--- src/rtl/io_bridge_fl.sv ---
// io_bridge_fl
//   Peripheral-side responder for the floating-point processor's I/O port.
//   Input side: per-channel holding registers filled by producers over a
//   valid/ready handshake and drained by processor pops (req_in/addr_in).
//   Output side: per-channel registers written by the processor
//   (out_en/addr_out/io_out) and drained by consumers over valid/ready.
//   Sticky underrun/overflow flags report reads of empty channels and
//   overwrites of unconsumed words.
//
// Ports
//   clk, rst              : clock (rising edge), asynchronous active-high reset
//   io_in                 : read data to the processor (combinational on addr_in)
//   addr_in, req_in       : processor input channel select and pop strobe
//   io_out, addr_out,
//   out_en                : processor write data, channel select, write strobe
//   src_data/valid/ready  : producer side, channel k at [k*NBW +: NBW]
//   snk_data/valid/ready  : consumer side, same packing
//   underrun, overflow    : sticky error flags, one bit per channel
//   clr_flags             : synchronous clear of all sticky flags
module io_bridge_fl #(
  parameter int NBMANT = 16,
  parameter int NBEXPO = 6,
  parameter int NUIOIN = 8,
  parameter int NUIOOU = 8,
  localparam int NBW   = NBMANT + NBEXPO + 1,
  localparam int AIW   = (NUIOIN > 1) ? $clog2(NUIOIN) : 1,
  localparam int AOW   = (NUIOOU > 1) ? $clog2(NUIOOU) : 1
) (
  input  logic                  clk,
  input  logic                  rst,
  output logic [NBW-1:0]        io_in,
  input  logic [AIW-1:0]        addr_in,
  input  logic                  req_in,
  input  logic [NBW-1:0]        io_out,
  input  logic [AOW-1:0]        addr_out,
  input  logic                  out_en,
  input  logic [NUIOIN*NBW-1:0] src_data,
  input  logic [NUIOIN-1:0]     src_valid,
  output logic [NUIOIN-1:0]     src_ready,
  output logic [NUIOOU*NBW-1:0] snk_data,
  output logic [NUIOOU-1:0]     snk_valid,
  input  logic [NUIOOU-1:0]     snk_ready,
  output logic [NUIOIN-1:0]     underrun,
  output logic [NUIOOU-1:0]     overflow,
  input  logic                  clr_flags
);

  logic [NUIOIN*NBW-1:0] in_reg_q,   in_reg_d;
  logic [NUIOIN-1:0]     in_full_q,  in_full_d;
  logic [NUIOIN-1:0]     underrun_q, underrun_d;
  logic [NUIOOU*NBW-1:0] out_reg_q,  out_reg_d;
  logic [NUIOOU-1:0]     snk_vld_q,  snk_vld_d;
  logic [NUIOOU-1:0]     overflow_q, overflow_d;

  // Ready is forced low while reset is held so no handshake completes then.
  assign src_ready = ~in_full_q & {NUIOIN{~rst}};
  assign snk_data  = out_reg_q;
  assign snk_valid = snk_vld_q;
  assign underrun  = underrun_q;
  assign overflow  = overflow_q;

  // Read mux: an address matching no channel leaves io_in at zero.
  always_comb begin
    io_in = '0;
    for (int k = 0; k < NUIOIN; k++) begin
      if (addr_in == AIW'(k)) io_in = in_reg_q[k*NBW +: NBW];
    end
  end

  always_comb begin
    in_reg_d   = in_reg_q;
    in_full_d  = in_full_q;
    underrun_d = clr_flags ? '0 : underrun_q;
    out_reg_d  = out_reg_q;
    snk_vld_d  = snk_vld_q;
    overflow_d = clr_flags ? '0 : overflow_q;

    for (int k = 0; k < NUIOIN; k++) begin
      // Pop first, then load: a load on the same empty channel wins and
      // leaves it full, while the processor still sees the stale word.
      if (req_in && (addr_in == AIW'(k))) begin
        in_full_d[k] = 1'b0;
        if (!in_full_q[k]) underrun_d[k] = 1'b1;
      end
      if (src_valid[k] && !in_full_q[k]) begin
        in_reg_d[k*NBW +: NBW] = src_data[k*NBW +: NBW];
        in_full_d[k]           = 1'b1;
      end
    end

    for (int j = 0; j < NUIOOU; j++) begin
      if (snk_vld_q[j] && snk_ready[j]) snk_vld_d[j] = 1'b0;
      if (out_en && (addr_out == AOW'(j))) begin
        out_reg_d[j*NBW +: NBW] = io_out;
        snk_vld_d[j]            = 1'b1;
        // Only a word nobody is taking this cycle is lost.
        if (snk_vld_q[j] && !snk_ready[j]) overflow_d[j] = 1'b1;
      end
    end
  end

  always_ff @(posedge clk or posedge rst) begin
    if (rst) begin
      in_reg_q   <= '0;
      in_full_q  <= '0;
      underrun_q <= '0;
      out_reg_q  <= '0;
      snk_vld_q  <= '0;
      overflow_q <= '0;
    end else begin
      in_reg_q   <= in_reg_d;
      in_full_q  <= in_full_d;
      underrun_q <= underrun_d;
      out_reg_q  <= out_reg_d;
      snk_vld_q  <= snk_vld_d;
      overflow_q <= overflow_d;
    end
  end

endmodule

--- config.mk ---
export PLATFORM = sky130hd
export DESIGN_NAME = io_bridge_fl
export DESIGN_NICKNAME = d
export VERILOG_FILES = /design/src/rtl/io_bridge_fl.sv
export SDC_FILE = /design/constraint.sdc
export NUM_CORES = 1
export LEC_CHECK = 0
export CAP_MARGIN = 20
export CORE_MARGIN = 4
export CORE_UTILIZATION = 40
export DETAILED_ROUTE_END_ITERATION = 10
export PLACE_DENSITY = 0.71
export SLEW_MARGIN = 20
export SYNTH_ARGS = -nofsm -noshare
export SYNTH_HDL_FRONTEND = slang
export SYNTH_SLANG_ARGS = --single-unit
--- constraint.sdc ---
create_clock -name clk -period 12.1 [get_ports clk]
set_input_delay 1.21 -clock clk [delete_from_list [all_inputs] [get_ports clk]]
set_output_delay 1.21 -clock clk [all_outputs]
set_load 0.02 [all_outputs]
==> summary.txt <==
Worst setup path
  – Capture point of the worst path: io_in[21]
  – Worst reg-to-reg path cell count: 3
  – Startpoint Class: input pin
  – Timing startpoint of the critical path: addr_in[1]
  – Launch instance of the worst register-to-register path: in_full_q[5]
  – Ordered list of cells on the worst path: buf_2 -> buf_4 -> nor2b_1 -> buf_4 -> a221oi_1 -> a21oi_1 -> o31a_1 -> clkdlybuf4s50_1
  – Worst endpoint data arrival time: ~4.0 ns
  – Crit Path Max Fanout: 55
  – Most used cell, CP: sky130_fd_sc_hd__buf_4
  – Critical Path Max Stage Delay: around 0.66 ns
  – Required time at the endpoint of the critical path: between 10 and 15 ns
  – Slowest cell on the critical path: sky130_fd_sc_hd__buf_4
  – Reg-to-reg critical path endpoint: in_reg_q[137]
  – Type of the worst setup path: in2out
  – Worst setup slack for register-to-register paths: 10.13 ns
  – Critical Path End Type: primary output

Run status
  – Run status: completed

Min path
  – Hold/Removal Path Class: reg2reg
  – Startpoint of the tightest hold check path: snk_data[96]

Power
  – Switching part of the total: 0.315
  – Pwr dens: around 220 mW/mm^2
  – Gate power share: 0.321
  – Switching Power: approximately 0.0016 W
  – Design internal power: between 0.003 and 0.004 W
  – Post-layout total power: 0.00517 W
  – Max VDD drop: roughly 0.00017 V
  – Fraction of power consumed by the clock network: 0.267
  – Cell leakage power: about 9.9 nW
  – Proportion of power drawn by flip-flops and latches: 0.412

Detailed routing
  – Antenna violation net count after detailed routing: 0
  – Routed Wire Length: ~59000 um
  – DRC violations left: 0
  – Vias per inst: between 5 and 6
  – Count of routing violations after the opening detailed-route iteration: 743
  – Initial DRT Pass Iterations: 5
  – DR vias: 11.7k
  – WL/cell: 26.6 um

Synth
  – Synth area leader: sky130_fd_sc_hd__dfrtp_1
  – Post-Syn Area: around 0.017 mm^2
  – Proportion of synthesized chip area in sequential cells: 0.591
  – Count of flip-flops with a built-in enable after synthesis: 0
  – Unique masters post-synth: 38
  – Most frequently used flop master after synthesis: sky130_fd_sc_hd__dfrtp_1
  – Number of nets produced by synthesis: around 1.4k
  – Async SR Flop Fraction: 1.00
  – Synthesis Warnings: 0
  – Cells taking the most area after synthesis: sky130_fd_sc_hd__dfrtp_1 (59%), sky130_fd_sc_hd__mux2_2 (21%), sky130_fd_sc_hd__mux2_4 (3.4%)
  – Avg Inst Size Synth: roughly 15 um^2
  – Flops & latches, synth: 400
  – Number of instances in the synthesized netlist: between 1k and 1.5k
  – Area fraction of the dominant cell type after synthesis: 0.591

Run
  – Number of max-cap violations: 0

CTS
  – Clock tree from TritonCTS: built
  – Hold buffer count at cts: 0
  – Quantity of gates resized following cts: 0
  – CTS clk-pin slew, worst paths: roughly 0.060 ns
  – Num CTS Buffers: between 40 and 50
  – Clock tree root buffer cell: sky130_fd_sc_hd__clkbuf_16
  – Insertion delay of the later-clocked pin in the worst-skew pair: 0.57 ns
  – Buffer count from post-CTS setup fixing: 0
  – Clock Tree Buf Depth: 3
  – H-Tree Depth: 2
  – Clock sinks: 400

Finish
  – Commonest non-fill, non-tap cell in the layout: sky130_fd_sc_hd__clkdlybuf4s50_1
  – Final design area excluding fillers: between 0.02 and 0.025 mm^2
  – Multi-input gate area: roughly 0.0064 mm^2
  – Share of cells above drive strength 1: 0.302
  – Most frequent cells in the layout: sky130_fd_sc_hd__clkdlybuf4s50_1 (469), sky130_fd_sc_hd__dfrtp_1 (400), sky130_fd_sc_hd__mux2_2 (321)
  – FF/Latch Area: approximately 0.01 mm^2
  – Growth of design area from synthesis to finish: 39.2%
  – Number of nets in the layout: roughly 1.9k
  – Number of filler instances in the final layout: around 3.5k
  – Final core utilization: 0.563

Die
  – Vertical extent of the die: 214 um
  – Starting density of the core: 0.404
  – Standard-cell row count: 75
  – Die area: between 0.04 and 0.05 mm^2
  – Core footprint: 0.0419 mm^2
  – # IOs: 473
  – Die Span X: about 210 um

Global route
  – Via count of the first global-routing pass: roughly 13k
  – Initial antenna violation count: 4
  – First-pass GRT wire length: ~84000 um
  – Total global routing track utilization: 0.251
  – Pin count of the biggest net entering global routing: around 150
  – Remaining global-route overflow: 0

Timing
  – Worst clock skew: about 0.008 ns
  – Ratio of final minimum period to clock period: 0.431
  – Final Critical Period: around 5.2 ns
  – Accumulated negative setup slack: 0 ns
  – Pins Over Slew Limit: 0
  – Worst max-slew margin expressed relative to the limit: 0.280
  – Final hold violation count: 0
  – Setup violators final: 0
  – Upper clock frequency limit: about 0.19 GHz
  – Transition time at the pin with the least slew margin: between 1 and 1.5 ns
  – RSZ-0062 raised after global routing: false

Placement
  – Area of placed instances: about 0.022 mm^2
  – HPWL Detailed: between 40000 and 50000 um
  – Number of buffer cells added on primary ports: 472
  – GPL Wtd Cong: 0.940
-- per-layer routing --
metal	track usage	vias to the layer above	routed length [um]
met5	0	-	10
met2	0.419	495	28300
li1	-	5103	-
met4	0.0969	2	2310
met1	0.294	5991	21700
met3	0.0967	100	6290
-- registers in the layout (all words and copies together) (netlist names) --
name,count
in_reg_q,184
snk_data,184
in_full_q,8
overflow,8
snk_valid,8
underrun,8
-- critical path, delay by kind of cell --
kind	cells	cell delay, ns
buffers and inverters	4	1.70
AND/OR/NAND/NOR	1	0.58
AO/OA/AOI/OAI	3	0.46
-- power groups by stage --
| stage | Combinational (W) | Clock (W) | Sequential [W] |
|---|---|---|---|
| 6_report | 0.00166 | 0.00138 | 0.00213 |
| 5_1_grt | 0.00177 | 0.00147 | 0.00218 |
| 4_1_cts | 0.00168 | 0.00141 | 0.00213 |
| 3_5_place_dp | 0.00167 | 0 | 0.00215 |
| 3_3_place_gp | 0.00165 | 0 | 0.00214 |
| 2_1_floorplan | 0.000811 | 0 | 0.00220 |
-- cell families (layout without fill, tap and decap cells) --
kind of cell	count (synthesis)	count (layout)	synth area share
AOI/OAI and AO/OA	126	126	0.0530
buffers and inverters	93	589	0.0314
DFF	400	400	0.591
muxes	414	414	0.285
other	0	7	0
and+or+nand+nor	128	128	0.0405
-- cell usage after synthesis (3+ instances only) --
cell type                   number
sky130_fd_sc_hd__o21ai_0         8
sky130_fd_sc_hd__nor2b_1        11
sky130_fd_sc_hd__mux2_2        321
sky130_fd_sc_hd__nor2_1          9
sky130_fd_sc_hd__inv_1          13
sky130_fd_sc_hd__o32ai_1         8
sky130_fd_sc_hd__dfrtp_1       400
sky130_fd_sc_hd__a221oi_1       20
sky130_fd_sc_hd__o31a_1         20
sky130_fd_sc_hd__buf_1           4
sky130_fd_sc_hd__buf_12          3
sky130_fd_sc_hd__a22oi_1        20
sky130_fd_sc_hd__mux4_2          6
sky130_fd_sc_hd__a21oi_1        40
sky130_fd_sc_hd__or2_2          20
sky130_fd_sc_hd__buf_6           8
sky130_fd_sc_hd__buf_2          39
sky130_fd_sc_hd__buf_4           4
sky130_fd_sc_hd__o2bb2ai_1       6
sky130_fd_sc_hd__nand2_1        58
sky130_fd_sc_hd__mux2_1          9
sky130_fd_sc_hd__mux2_4         38
sky130_fd_sc_hd__mux2i_1        40
sky130_fd_sc_hd__clkbuf_1       21
sky130_fd_sc_hd__nand2b_1       16
-- worst min path at each step --
stage          depth (start not counted)            end  slack, ns
2_1_floorplan                          1  in_reg_q[145]       0.48
3_3_place_gp                           1   snk_data[94]       0.47
3_5_place_dp                           1   snk_data[96]       0.48
4_1_cts                                1   snk_data[92]       0.49
5_1_grt                                1   snk_data[96]       0.51
6_report                               1   snk_data[96]       0.49
-- through the flow --
stage | instances | worst slack, ns | hold slack [ns]
after floorplan | 1161 | 5.28 | 0.475
after global placement | 2115 | 6.96 | 0.470
after detailed placement | 2115 | 6.93 | 0.479
after CTS | 2195 | 6.93 | 0.495
after global routing | 2198 | 6.75 | 0.514
final | 2203 | 6.89 | 0.490
-- cell type report --
cell class,instances,share of cell area
sequential,400,0.424
clock buffer,64,0.0564
tap,539,0.0286
multi-input combinational,668,0.272
timing repair buffer,496,0.209
antenna,7,0.000742
clock inverter,16,0.00710
inverter,13,0.00223
(Power assumes the default switching activity.)
